$ cat src/rtl/dvp_pattern_tx_if.sv
`default_nettype none
// ============================================================================
//  Module      : dvp_pattern_tx_if
//  Description : Bundle of control inputs and parallel camera outputs for
//                the DVP test-pattern transmitter.
//                  enable      - level, frames produced while high
//                  pattern_sel - 0 bars, 1 grey ramp, 2 checker, 3 frame count
//                  data_out    - pixel byte, valid while h_ref=1
//                  h_ref       - active-byte qualifier
//                  v_sync      - frame sync, active high
//                  busy        - high from VSYNC entry until frame end
//                  frame_done  - one-clock pulse on the last clock of a frame
//                master modport: the transmitter; slave modport: its user.
//  Revision    : 1.0 - initial release
// ============================================================================
interface dvp_pattern_tx_if;
    logic       enable;
    logic [1:0] pattern_sel;
    logic [7:0] data_out;
    logic       h_ref;
    logic       v_sync;
    logic       busy;
    logic       frame_done;

    modport master (
        input  enable,
        input  pattern_sel,
        output data_out,
        output h_ref,
        output v_sync,
        output busy,
        output frame_done
    );

    modport slave (
        output enable,
        output pattern_sel,
        input  data_out,
        input  h_ref,
        input  v_sync,
        input  busy,
        input  frame_done
    );
endinterface
`default_nettype wire

$ cat src/rtl/dvp_pattern_tx.sv
`default_nettype none
// ============================================================================
//  Module      : dvp_pattern_tx
//  Description : OV7670-style parallel camera transmitter producing frames of
//                synthetic RGB565 test patterns, one byte per clock, high
//                byte first. Stands in for the sensor during bring-up and
//                loopback tests of the capture / frame-buffer path.
//  Ports       : clk_25   - pixel/byte clock
//                reset_n  - asynchronous active-low reset
//                bus      - dvp_pattern_tx_if.master (enable, pattern_sel in;
//                           data_out, h_ref, v_sync, busy, frame_done out)
//  Options     : DVP_TX_LINE_TAG_EN - when defined, pixel x=0 of every active
//                line carries {6'b0, y[9:0]} instead of the pattern value.
//  Revision    : 1.0 - initial release
// ============================================================================
module dvp_pattern_tx #(
    parameter int H_ACTIVE     = 640,  // active pixels per line, multiple of 8
    parameter int V_ACTIVE     = 480,  // active lines per frame
    parameter int H_BLANK      = 144,  // blank clocks after active bytes
    parameter int BPP          = 2,    // bytes per pixel (RGB565)
    parameter int V_SYNC_LINES = 3,    // lines with v_sync high
    parameter int V_BACK       = 17,   // blank lines after v_sync
    parameter int V_FRONT      = 10    // blank lines after the last active line
) (
    input  wire logic          clk_25,
    input  wire logic          reset_n,
    dvp_pattern_tx_if.master   bus
);

    localparam logic [10:0] c_LINE_LAST   = 11'(H_ACTIVE * BPP + H_BLANK - 1);
    localparam logic [10:0] c_ACT_BYTES   = 11'(H_ACTIVE * BPP);
    localparam logic [9:0]  c_VSYNC_LAST  = 10'(V_SYNC_LINES - 1);
    localparam logic [9:0]  c_VBACK_LAST  = 10'(V_BACK - 1);
    localparam logic [9:0]  c_ACTIVE_LAST = 10'(V_ACTIVE - 1);
    localparam logic [9:0]  c_VFRONT_LAST = 10'(V_FRONT - 1);
    localparam logic [9:0]  c_BAR_W       = 10'(H_ACTIVE / 8);

    typedef enum logic [2:0] {
        S_IDLE   = 3'd0,
        S_VSYNC  = 3'd1,
        S_VBACK  = 3'd2,
        S_ACTIVE = 3'd3,
        S_VFRONT = 3'd4
    } state_t;

    state_t      r_state;
    logic [10:0] r_h_cnt;
    logic [9:0]  r_v_cnt;       // line index within the current state
    logic [1:0]  r_sel;         // pattern latched at VSYNC entry
    logic [7:0]  r_frame_cnt;
    logic [7:0]  r_data;
    logic        r_h_ref;
    logic        r_v_sync;
    logic        r_busy;
    logic        r_frame_done;

    state_t      w_state_nxt;
    logic [10:0] w_h_nxt;
    logic [9:0]  w_v_nxt;
    logic [1:0]  w_sel_nxt;
    logic        w_line_end;
    logic        w_last_line;

    logic [9:0]  w_x;
    logic [2:0]  w_bar;
    logic [15:0] w_pix;
    logic        w_h_ref_nxt;
    logic [7:0]  w_data_nxt;
    logic        w_frame_done_nxt;

    // ------------------------------------------------------------------
    // State and counter registers
    // ------------------------------------------------------------------
    always_ff @(posedge clk_25 or negedge reset_n) begin
        if (!reset_n) begin
            r_state <= S_IDLE;
            r_h_cnt <= '0;
            r_v_cnt <= '0;
            r_sel   <= '0;
        end else begin
            r_state <= w_state_nxt;
            r_h_cnt <= w_h_nxt;
            r_v_cnt <= w_v_nxt;
            r_sel   <= w_sel_nxt;
        end
    end

    // ------------------------------------------------------------------
    // Next-state and counter logic
    // ------------------------------------------------------------------
    always_comb begin
        w_state_nxt = r_state;
        w_h_nxt     = r_h_cnt;
        w_v_nxt     = r_v_cnt;
        w_sel_nxt   = r_sel;
        w_line_end  = (r_h_cnt == c_LINE_LAST);
        w_last_line = 1'b0;

        case (r_state)
            S_VSYNC:  w_last_line = (r_v_cnt == c_VSYNC_LAST);
            S_VBACK:  w_last_line = (r_v_cnt == c_VBACK_LAST);
            S_ACTIVE: w_last_line = (r_v_cnt == c_ACTIVE_LAST);
            S_VFRONT: w_last_line = (r_v_cnt == c_VFRONT_LAST);
            default:  w_last_line = 1'b0;
        endcase

        if (r_state == S_IDLE) begin
            w_h_nxt = '0;
            w_v_nxt = '0;
            if (bus.enable) begin
                w_state_nxt = S_VSYNC;
                w_sel_nxt   = bus.pattern_sel;
            end
        end else if (!w_line_end) begin
            w_h_nxt = r_h_cnt + 11'd1;
        end else begin
            w_h_nxt = '0;
            if (!w_last_line) begin
                w_v_nxt = r_v_cnt + 10'd1;
            end else begin
                w_v_nxt = '0;
                case (r_state)
                    S_VSYNC:  w_state_nxt = S_VBACK;
                    S_VBACK:  w_state_nxt = S_ACTIVE;
                    S_ACTIVE: w_state_nxt = S_VFRONT;
                    S_VFRONT: begin
                        // Frames always run to completion; enable is only
                        // consulted at the frame boundary.
                        if (bus.enable) begin
                            w_state_nxt = S_VSYNC;
                            w_sel_nxt   = bus.pattern_sel;
                        end else begin
                            w_state_nxt = S_IDLE;
                        end
                    end
                    default:  w_state_nxt = S_IDLE;
                endcase
            end
        end
    end

    // ------------------------------------------------------------------
    // Pattern generation. Outputs are computed from the next-state view so
    // that the registered outputs line up with the state they describe.
    // ------------------------------------------------------------------
    always_comb begin
        w_x   = w_h_nxt[10:1];
        w_bar = 3'(w_x / c_BAR_W);
        w_pix = 16'h0000;

        case (w_sel_nxt)
            2'd0: w_pix = {{5{w_bar[2]}}, {6{w_bar[1]}}, {5{w_bar[0]}}};
            2'd1: w_pix = {w_x[7:3], w_x[7:2], w_x[7:3]};
            2'd2: w_pix = (w_x[5] ^ w_v_nxt[5]) ? 16'hFFFF : 16'h0000;
            default: w_pix = {r_frame_cnt, r_frame_cnt};
        endcase

`ifdef DVP_TX_LINE_TAG_EN
        if (w_x == 10'd0) begin
            w_pix = {6'b0, w_v_nxt};
        end
`endif

        w_h_ref_nxt      = (w_state_nxt == S_ACTIVE) && (w_h_nxt < c_ACT_BYTES);
        w_data_nxt       = w_h_ref_nxt ? (w_h_nxt[0] ? w_pix[7:0] : w_pix[15:8])
                                       : 8'h00;
        w_frame_done_nxt = (w_state_nxt == S_VFRONT) &&
                           (w_v_nxt == c_VFRONT_LAST) &&
                           (w_h_nxt == c_LINE_LAST);
    end

    // ------------------------------------------------------------------
    // Registered outputs and frame counter
    // ------------------------------------------------------------------
    always_ff @(posedge clk_25 or negedge reset_n) begin
        if (!reset_n) begin
            r_data       <= 8'h00;
            r_h_ref      <= 1'b0;
            r_v_sync     <= 1'b0;
            r_busy       <= 1'b0;
            r_frame_done <= 1'b0;
            r_frame_cnt  <= 8'h00;
        end else begin
            r_data       <= w_data_nxt;
            r_h_ref      <= w_h_ref_nxt;
            r_v_sync     <= (w_state_nxt == S_VSYNC);
            r_busy       <= (w_state_nxt != S_IDLE);
            r_frame_done <= w_frame_done_nxt;
            // Advances on the edge that ends the frame_done pulse, so a
            // frame always reports the count of frames completed before it.
            if (r_frame_done) begin
                r_frame_cnt <= r_frame_cnt + 8'd1;
            end
        end
    end

    assign bus.data_out   = r_data;
    assign bus.h_ref      = r_h_ref;
    assign bus.v_sync     = r_v_sync;
    assign bus.busy       = r_busy;
    assign bus.frame_done = r_frame_done;

endmodule
`default_nettype wire

$ cat src/flat_wrapper.sv
// flat-port wrapper written by rule: the top's interface ports become plain ports
module dvp_pattern_tx_flat 
#(
    parameter int H_ACTIVE     = 640,                                          
    parameter int V_ACTIVE     = 480,                           
    parameter int H_BLANK      = 144,                                    
    parameter int BPP          = 2,                               
    parameter int V_SYNC_LINES = 3,                             
    parameter int V_BACK       = 17,                              
    parameter int V_FRONT      = 10                                             
)
  (clk_25, reset_n, bus_enable, bus_pattern_sel, bus_data_out, bus_h_ref, bus_v_sync, bus_busy, bus_frame_done);
  dvp_pattern_tx_if bus_i ();
  input  wire logic clk_25;
  input  wire logic reset_n;
  input wire logic [$bits(bus_i.enable)-1:0] bus_enable;
  input wire logic [$bits(bus_i.pattern_sel)-1:0] bus_pattern_sel;
  output wire logic [$bits(bus_i.data_out)-1:0] bus_data_out;
  output wire logic [$bits(bus_i.h_ref)-1:0] bus_h_ref;
  output wire logic [$bits(bus_i.v_sync)-1:0] bus_v_sync;
  output wire logic [$bits(bus_i.busy)-1:0] bus_busy;
  output wire logic [$bits(bus_i.frame_done)-1:0] bus_frame_done;
  assign bus_i.enable = bus_enable;
  assign bus_i.pattern_sel = bus_pattern_sel;
  assign bus_data_out = bus_i.data_out;
  assign bus_h_ref = bus_i.h_ref;
  assign bus_v_sync = bus_i.v_sync;
  assign bus_busy = bus_i.busy;
  assign bus_frame_done = bus_i.frame_done;
  dvp_pattern_tx #(.H_ACTIVE(H_ACTIVE), .V_ACTIVE(V_ACTIVE), .H_BLANK(H_BLANK), .BPP(BPP), .V_SYNC_LINES(V_SYNC_LINES), .V_BACK(V_BACK), .V_FRONT(V_FRONT)) u_core (.clk_25(clk_25), .reset_n(reset_n), .bus(bus_i));
endmodule
$ cat config.mk
export PLATFORM = sky130hd
export DESIGN_NAME = dvp_pattern_tx_flat
export DESIGN_NICKNAME = d
export VERILOG_FILES = /design/src/rtl/dvp_pattern_tx_if.sv /design/src/rtl/dvp_pattern_tx.sv /design/src/flat_wrapper.sv
export SDC_FILE = /design/constraint.sdc
export NUM_CORES = 1
export LEC_CHECK = 0
export CORE_ASPECT_RATIO = 0.7
export CORE_MARGIN = 2
export CORE_UTILIZATION = 38
export CTS_CLUSTER_DIAMETER = 60
export CTS_CLUSTER_SIZE = 14
export DETAILED_ROUTE_END_ITERATION = 10
export DONT_BUFFER_PORTS = 1
export GPL_TIMING_DRIVEN = 0
export SLEW_MARGIN = 20
export SYNTH_ARGS = -nofsm -noshare
export SYNTH_HDL_FRONTEND = slang
export SYNTH_SLANG_ARGS = --single-unit
$ cat constraint.sdc
create_clock -name clk_25 -period 4.7 [get_ports clk_25]
set_input_delay 0.235 -clock clk_25 [delete_from_list [all_inputs] [get_ports clk_25]]
set_output_delay 0.235 -clock clk_25 [all_outputs]
set_load 0.05 [all_outputs]
# Word level (Yosys, flattened, before mapping)

Cells that the tools add are included.

Register bits: 46
Bits of input ports: 5
Logic and storage cells: 59

Add/sub/neg operators: 3
Divide/modulo/power cells: 1
Magnitude comparators: 1
Equality and inequality tests: 16
Muxes and demuxes: 21
Bitwise operators: 1
Reduce and logical (&&, ||, !) cells: 6

Operators by type and width:

| kind                                                 | count |
|---|---|
| one-hot mux 16 bit (3 select lines)                  | 1 |
| 2-to-1 mux 10 bit                                    | 3 |
| equality test 11 bit, second input constant          | 2 |
| 2-to-1 mux 11 bit                                    | 2 |
| equality test 10 x 4 -> 1 bit, second input constant | 2 |
| 2-to-1 mux 16 bit                                    | 1 |
| 2-to-1 mux 8 bit                                     | 2 |
| 2-to-1 mux 3 bit                                     | 4 |
| one-hot mux 3 bit (4 select lines)                   | 1 |
| adder 11 x 1 -> 11 bit, second input constant        | 1 |
| < comparator 11 bit, second input constant           | 1 |
| adder 10 x 1 -> 10 bit, second input constant        | 1 |
| divider 10 x 7 -> 10 bit, second input constant      | 1 |
| equality test 10 x 2 -> 1 bit, second input constant | 1 |
| equality test 10 x 5 -> 1 bit, second input constant | 1 |
| equality test 10 x 9 -> 1 bit, second input constant | 1 |
| 2-to-1 mux 2 bit                                     | 5 |
| equality test 3 x 2 -> 1 bit, second input constant  | 3 |
| adder 8 x 1 -> 8 bit, second input constant          | 1 |
| equality test 3 x 1 -> 1 bit, second input constant  | 2 |
| equality test 3 bit, second input constant           | 2 |
| one-hot mux 1 bit (4 select lines)                   | 1 |
| logical AND 1 bit                                    | 3 |
| zero test 3 bit                                      | 1 |
| other kinds (6)                                      | 6 |

# Longest topological paths before layout

Gate-level depths: netlist of run 1.

Depth after elaboration: 10
Mapped depth: 13
Mapped depth without buffers: 11

# Worst setup path after synthesis of run 1

No wires, ideal clock.

Kind: reg2reg
Start: register u_core.r_h_cnt[4]
End: register u_core.r_data[3] (netlist: u_core.bus.data_out[3])
Library setup time: 0.153 ns
Arrival time: 3.075 ns
Setup slack: 1.472 ns
Cell stages (with the launch flop): 13
Period minus slack after synthesis: 3.228 ns
Path through: dfrtp_1 -> buf_6 -> or4_4 -> buf_6 -> nor3_4 -> o2111ai_2 -> or3_1 -> buf_6 -> a21o_4 -> mux2i_4 -> or4_1 -> o311ai_1 -> a311oi_1

Longest elaborated chain between the ends: 8

RTL lines:

| element                                                        | RTL line              | RTL |
|---|---|---|
| start: declaration                                             | dvp_pattern_tx.sv:47  | `logic [10:0] r_h_cnt;` |
| start signal: assignment                                       | dvp_pattern_tx.sv:82  | `r_h_cnt <= w_h_nxt;` |
| branches (longest 7 deep; another with adder 11 x 1 -> 11 bit) | -                     |  |
| 2-to-1 mux 8 bit *                                             | dvp_pattern_tx.sv:165 | `w_data_nxt = w_h_ref_nxt ? (w_h_nxt[0] ? w_pix[7:0] : w_pix[15:8])` |
| via u_core.w_data_nxt[3]                                       | dvp_pattern_tx.sv:68  | `logic [7:0] w_data_nxt;` |
| end signal: assignment                                         | dvp_pattern_tx.sv:184 | `r_data <= w_data_nxt;` |
| end: declaration                                               | dvp_pattern_tx.sv:51  | `logic [7:0] r_data;` |

Mark *: on every way through the listed nets, which the timed path passes.
A chain may end at the register's enable or synchronous reset.

# Final worst setup path of run 1

Start: register u_core.r_h_cnt[0]
End: register u_core.r_data[6] (netlist: u_core.bus.data_out[6])

Same word-level chain as after synthesis.

==> results by group, run 1 <==
Status
  • Status: completed

Clock tree
  • Clock Sinks: 46
  • Clk slew on worst S/H paths: 0.06 ns
  • CTS root buffer: clkbuf_16
  • CTS max path bufs: 2
  • CTS Buf Count: 5
  • TritonCTS clock tree: yes
  • Post-CTS Setup Bufs: 0
  • H-tree depth: 2
  • Worst skew pair latency: 0.28 ns

Setup path
  • Worst R2R End: u_core.bus.data_out[6]
  • Maximum fanout along the worst path: 9
  • CP arrival: 4.24 ns
  • Reg2reg start: u_core.r_h_cnt[0]
  • Reg2reg path depth: 11
  • Worst EP required: 4.84 ns
  • Critical Path Start Type: register
  • CP Capture Type: register
  • Crit Path Category: reg2reg
  • Register-to-register setup slack: 0.60 ns

Floorplan
  • Die area: 0.00873 mm²
  • Die Span Y: 78.8 µm
  • Initial core utilization: 38.9%
  • Die X: 111 µm
  • I/O pin cnt: 17
  • FP Rows: 27
  • Core area: 0.00780 mm²

Power
  • Pwr Total: 1.04 mW
  • Maximum vdd drop: 0.000157 V
  • Pwr/cell area: 312 mW/mm²
  • Leak: 1.34 nW

Worst hold path
  • Worst Hold Launch: bus_pattern_sel[0]
  • Hold path cells: 1
  • Worst min path class: in2reg
  • Worst Hold Path EP: u_core.r_sel[0]

Global route
  • Initial antenna violation count: 0
  • M1 GR Usage: 28.5%
  • Vias in the first global route: 2,492
  • Gr ovfl total: 0
  • GRT Resource Usage Total: 18.4%
  • First-pass GRT wire length: 12,800 µm
  • GR peak layer: met1
  • Met3 usage: 4.43%
  • Largest net degree at the start of global routing: 47
  • Met2 Track Usage GR: 25.5%

Logic synthesis
  • Main area contributors after synthesis: dfrtp_1 38%, nand2_1 4.0%, nor2_1 3.3%, xnor2_1 3.2%, xor2_1 3.2%
  • Post-synth top area share: 37.9%
  • Post-Synth Adder-Cell Area: 1.24%
  • Largest family of logic cells by synthesized area: simple AND/OR/NAND/NOR gates
  • Top cells by count, synth: 46 x dfrtp_1, 32 x nand2_1, 27 x nor2_1
  • Most numerous cell in the Yosys netlist: dfrtp_1
  • Number of synthesized flops with an enable pin: 0
  • Syn Inst Count: 331
  • Mapped Area: 0.00304 mm²
  • Post-Synth Simple-Gate Area: 23.9%
  • Post-synth top flop: dfrtp_1
  • Syn_area_per_cell: 9.17 µm²
  • Synth async-reset ratio: 100%
  • Compound-Gate Fraction of Synth Area: 22.8%
  • Number of synthesized register bits: 46
  • Yosys synthesis warning count: 0
  • Area leader, netlist: dfrtp_1
  • Synth unique cells: 69
  • Post-synthesis xor/xnor area fraction: 6.35%
  • Sequential share of the synthesized area: 37.9%
  • Post-synth net total: 339
  • Post-synthesis mux area share: 3.34%

Layout
  • Final Util: 42.9%
  • Diode count: 0
  • Area Overhead vs Synth: 10.3%
  • # nets final: 348
  • Share of post-route cells with drive strength above 1: 10.3%
  • Fill count: 745

Routing
  • Drt first pass iters: 5
  • Final WL: 7570 µm
  • Antenna-violating nets left: 0
  • Vias per inst: 5.99
  • Detailed Route Iter0 Violations: 244
  • Via count: 2,647
  • Routed wire per std cell: 17.1 µm
  • DRC viols: 0

Timing
  • Setup TNS: 0 ns
  • Worst Tran Pin Value: 0.717 ns
  • RSZ-0062 raised after global routing: false
  • Fmax: 244 MHz
  • Clock Skews: 0.00556 ns
  • Pins Over Slew Limit: 0
  • Hold Vio Cnt, Final: 0
  • Rel. slew slack: 51.8%
  • Fin worst setup slack: 0.599 ns
  • Min cycle time layout: 4.10 ns
  • Period Utilization, post-route: 87.3%
  • Final setup vio count: 0

Place
  • Pre-CTS WS: 0.841 ns
  • Port Buffer Count: 0
  • Placer Congestion: 0.882
  • HPWL after DPL: 5540 µm

Flow run
  • Max Cap Violations: 0
-- worst max path at each step --
stage               cells after the start                     end  slack, ns         startpoint
CTS                                    11  u_core.bus.data_out[6]       0.79  u_core.r_h_cnt[0]
global route                           10  u_core.bus.data_out[6]       0.43  u_core.r_h_cnt[0]
global placement                       11  u_core.bus.data_out[6]       0.83  u_core.r_h_cnt[0]
floorplan                              12  u_core.bus.data_out[3]       1.47  u_core.r_h_cnt[4]
detailed placement                     11  u_core.bus.data_out[6]       0.84  u_core.r_h_cnt[0]
finish                                 11  u_core.bus.data_out[6]       0.60  u_core.r_h_cnt[0]
-- cell usage in the layout (no fill, tap or decap), types with 6 or more instances in the layout --
cell / netlist / final
nand2_1: 32 / 32
xor2_1: 11 / 11
a21oi_1: 14 / 14
clkbuf_1: 10 / 11
nand4_1: 12 / 12
nor2_1: 27 / 27
a31oi_1: 8 / 8
or3_1: 6 / 6
nor3_1: 11 / 11
nand3_1: 10 / 10
nor4_1: 8 / 8
xnor2_1: 11 / 11
dfrtp_1: 46 / 46
inv_1: 11 / 11
o21ai_0: 17 / 17
-- through the flow --
step | hold slack (ns) | std cells | cell area, µm²
finish | 0.105 | 442 | 3350
CTS | 0.0995 | 442 | 3350
global placement | -0.0589 | 432 | 3160
global route | 0.102 | 442 | 3350
detailed placement | -0.0590 | 432 | 3160
floorplan | -0.0606 | 331 | 3040
-- worst max-delay path, stage by stage (launching register included) --
cell	delay [ns]
dfrtp_1	0.48
ha_1	0.33
nand4_2	0.29
nor3_4	0.42
o2111ai_2	0.19
or3_1	0.41
buf_6	0.16
a311oi_4	0.43
a21oi_1	0.11
nor4_1	0.66
a21boi_0	0.35
a311oi_1	0.12
-- timing repair --
action                                 CTS  global route
gates resized for setup                  0             0
endpoints found under the hold margin   46             0
hold buffers                             2             0
-- report_power, final --
part	internal, mW	total (mW)	leakage [nW]	switching [mW]
Sequential	0.423	0.446	0.606	0.0232
Clock	0.211	0.355	0.0739	0.144
Combinational	0.0923	0.243	0.656	0.151
-- area by class of cell --
cell class	instances	area, µm²	share of cell area (%)
plain buffers	16	91.3	2.73
clock buffers	7	143	4.26
clock inverters	1	5.00	0.149
inverters	12	45.0	1.35
multi-input cells	257	1750	52.2
flip-flops and latches	46	1150	34.4
well taps	101	126	3.77
repair buffers	2	37.5	1.12
-- cells by family (layout without fill, tap and decap cells) --
family	Yosys count	count (layout)
adders and majority gates	3	3
muxes	8	8
AOI/OAI and AO/OA	89	89
buffers and inverters	28	38
DFF	46	46
xor gates and xnor gates	22	22
and+or+nand+nor	135	135
-- flip-flops by register name (all words and copies together), names as in the netlist --
name and cells:
u_core.r_h_cnt 11, u_core.r_v_cnt 10, u_core.bus.data_out 8, u_core.r_frame_cnt 8
u_core.r_state 3, u_core.r_sel 2, u_core.bus.busy 1, u_core.bus.frame_done 1
u_core.bus.h_ref 1, u_core.bus.v_sync 1
-- layer usage --
layer  wire [µm]  share of wire, %
met5           0                 0
met2        2990                39
met4          56              0.74
met3         542               7.2
met1        3980                53
(Power assumes the default switching activity.)
==> inputs of run 2 (changes only) <==
--- a/config.mk
+++ b/config.mk
@@ -7,12 +7,13 @@
 export LEC_CHECK = 0
 export CORE_ASPECT_RATIO = 0.7
 export CORE_MARGIN = 2
-export CORE_UTILIZATION = 38
+export CORE_UTILIZATION = 55
 export CTS_CLUSTER_DIAMETER = 60
 export CTS_CLUSTER_SIZE = 14
 export DETAILED_ROUTE_END_ITERATION = 10
 export DONT_BUFFER_PORTS = 1
 export GPL_TIMING_DRIVEN = 0
+export PLACE_DENSITY = 0.7
 export SLEW_MARGIN = 20
 export SYNTH_ARGS = -nofsm -noshare
 export SYNTH_HDL_FRONTEND = slang
==> constraint.sdc (replaced) <==
create_clock -name clk_25 -period 4.7 [get_ports clk_25]
set_input_delay 0.94 -clock clk_25 [delete_from_list [all_inputs] [get_ports clk_25]]
set_output_delay 0.94 -clock clk_25 [all_outputs]
set_load 0.05 [all_outputs]
==> results by group, run 2 (synthesized netlist as in run 1, its figures left out) <==
Setup path
  • CP Capture Type: register
  • Critical Path Start Type: register
  • CP arrival: 4.10 ns
  • Maximum fanout along the worst path: 9
  • Worst EP required: 4.88 ns
  • Crit Path Category: reg2reg

Place
  • Total placed cells including tap cells: 403
  • Cell Area, Placed: 0.00313 mm²
  • Placer Congestion: 0.896
  • HPWL after DPL: 5370 µm
  • Pre-CTS WS: 0.901 ns
  • Port Buffer Count: 0

Power
  • Leak: 1.30 nW
  • Maximum vdd drop: 0.000148 V
  • Pwr Total: 0.986 mW
  • Pwr/cell area: 305 mW/mm²

Timing
  • Rel. slew slack: 52.8%
  • Period Utilization, post-route: 83.4%
  • RSZ-0062 raised after global routing: false
  • Pins Over Slew Limit: 0
  • Fmax: 255 MHz
  • Setup TNS: 0 ns
  • Fin worst setup slack: 0.782 ns
  • Min cycle time layout: 3.92 ns
  • Hold Vio Cnt, Final: 0
  • Final setup vio count: 0
  • WHS: 0.308 ns
  • Clock Skews: 0.0115 ns
  • Worst Tran Pin Value: 0.702 ns

Layout
  • Largest registers: u_core.r_h_cnt: 11 flops, u_core.r_v_cnt: 10 flops
  • Final Util: 61.2%
  • Biggest register: u_core.r_h_cnt
  • # nets final: 346
  • Largest register FFs: 11
  • Share of post-route cells with drive strength above 1: 9.73%
  • Most frequent cells in the layout: 46 x dfrtp_1, 32 x nand2_1, 27 x nor2_1
  • Non-Filler Instances: 411
  • Post-route cell area: 0.00323 mm²
  • Commonest non-fill, non-tap cell in the layout: dfrtp_1
  • Area Overhead vs Synth: 6.47%
  • Diode count: 0

Routing
  • Via count: 2,687
  • DRC viols: 0
  • Detailed Route Iter0 Violations: 295
  • Vias per inst: 6.54
  • Routed wire per std cell: 17.8 µm
  • Drt first pass iters: 5
  • Final WL: 7330 µm
  • Antenna-violating nets left: 0

Floorplan
  • Die area: 0.00614 mm²
  • Die Span Y: 66.2 µm
  • FP Rows: 22
  • Core area: 0.00529 mm²
  • Initial core utilization: 57.5%
  • I/O pin cnt: 17
  • Die X: 92.8 µm

Global route
  • GRT Resource Usage Total: 26.3%
  • Initial antenna violation count: 0
  • Vias in the first global route: 2,437
  • Largest net degree at the start of global routing: 47
  • Gr ovfl total: 0
  • First-pass GRT wire length: 12,500 µm

Worst hold path
  • Worst min path class: in2async

Clock tree
  • Hold Buf Count CTS: 0
  • Post-CTS Setup Bufs: 0
  • PostCTS Resize Cnt: 0
  • CTS root buffer: clkbuf_8
  • Clock Sinks: 46
  • Worst skew pair latency: 0.31 ns
  • CTS max path bufs: 2
  • H-tree depth: 2
  • TritonCTS clock tree: yes
  • CTS Buf Count: 5
  • Clk slew on worst S/H paths: 0.09 ns

Flow run
  • Max Cap Violations: 0

Status
  • Status: completed
run 2: changes by cell type in the layout (fill, tap and decap cells not counted), sizes merged:
cell / change
clkinv: -1
dlygate4sd3: -1
bufinv: +1
buf: -1
run 2: area by class of cell:
cell class	instances	area (µm²)
flip-flops and latches	46	1150
clock buffers	7	76.3
multi-input cells	257	1750
clock inverters	1	30.0
well taps	72	90.1
fillers	468	2050
inverters	12	45.0
plain buffers	16	91.3
run 2: worst max-delay path, stage by stage (launching register included):
cell       delay, ns
dfrtp_1         0.52
ha_1            0.35
nand4_2         0.31
nor3_4          0.41
o2111ai_2       0.19
or3_1           0.41
buf_6           0.15
a311oi_4        0.41
a21oi_1         0.10
nor4_1          0.58
a21boi_0        0.29
a311oi_1        0.07
run 2: per-layer routing:
| layer | track usage (%) | share of wire, % | routed length, µm | vias up |
|---|---|---|---|---|
| met5 | 0 | 0 | 0 | - |
| met4 | 6.07 | 1.1 | 78 | 0 |
| met3 | 6.27 | 8.4 | 613 | 8 |
| met2 | 36.7 | 42 | 3070 | 108 |
| met1 | 40.8 | 49 | 3570 | 1298 |
| li1 | - | - | - | 1273 |
run 2: power by group:
part           leakage, nW  switching, mW  internal (mW)
registers            0.606         0.0255          0.422
logic                0.639          0.149         0.0894
clock network       0.0524          0.141          0.159
run 2: final timing paths:
kind | slack (ns) | endpoint | start | cells past startpoint
max | 0.78 | u_core.bus.data_out[6] | u_core.r_h_cnt[0] | 11
min | 0.31 | u_core.bus.busy | reset_n | 0
max reg2reg | 0.78 | u_core.bus.data_out[6] | u_core.r_h_cnt[0] | 11
min reg2reg | 0.48 | u_core.r_frame_cnt[7] | u_core.r_frame_cnt[7] | 1
max in group asynchronous | 4.29 | u_core.bus.data_out[6] | reset_n | 0
min in group clk_25 | 0.48 | u_core.r_frame_cnt[7] | u_core.r_frame_cnt[7] | 1
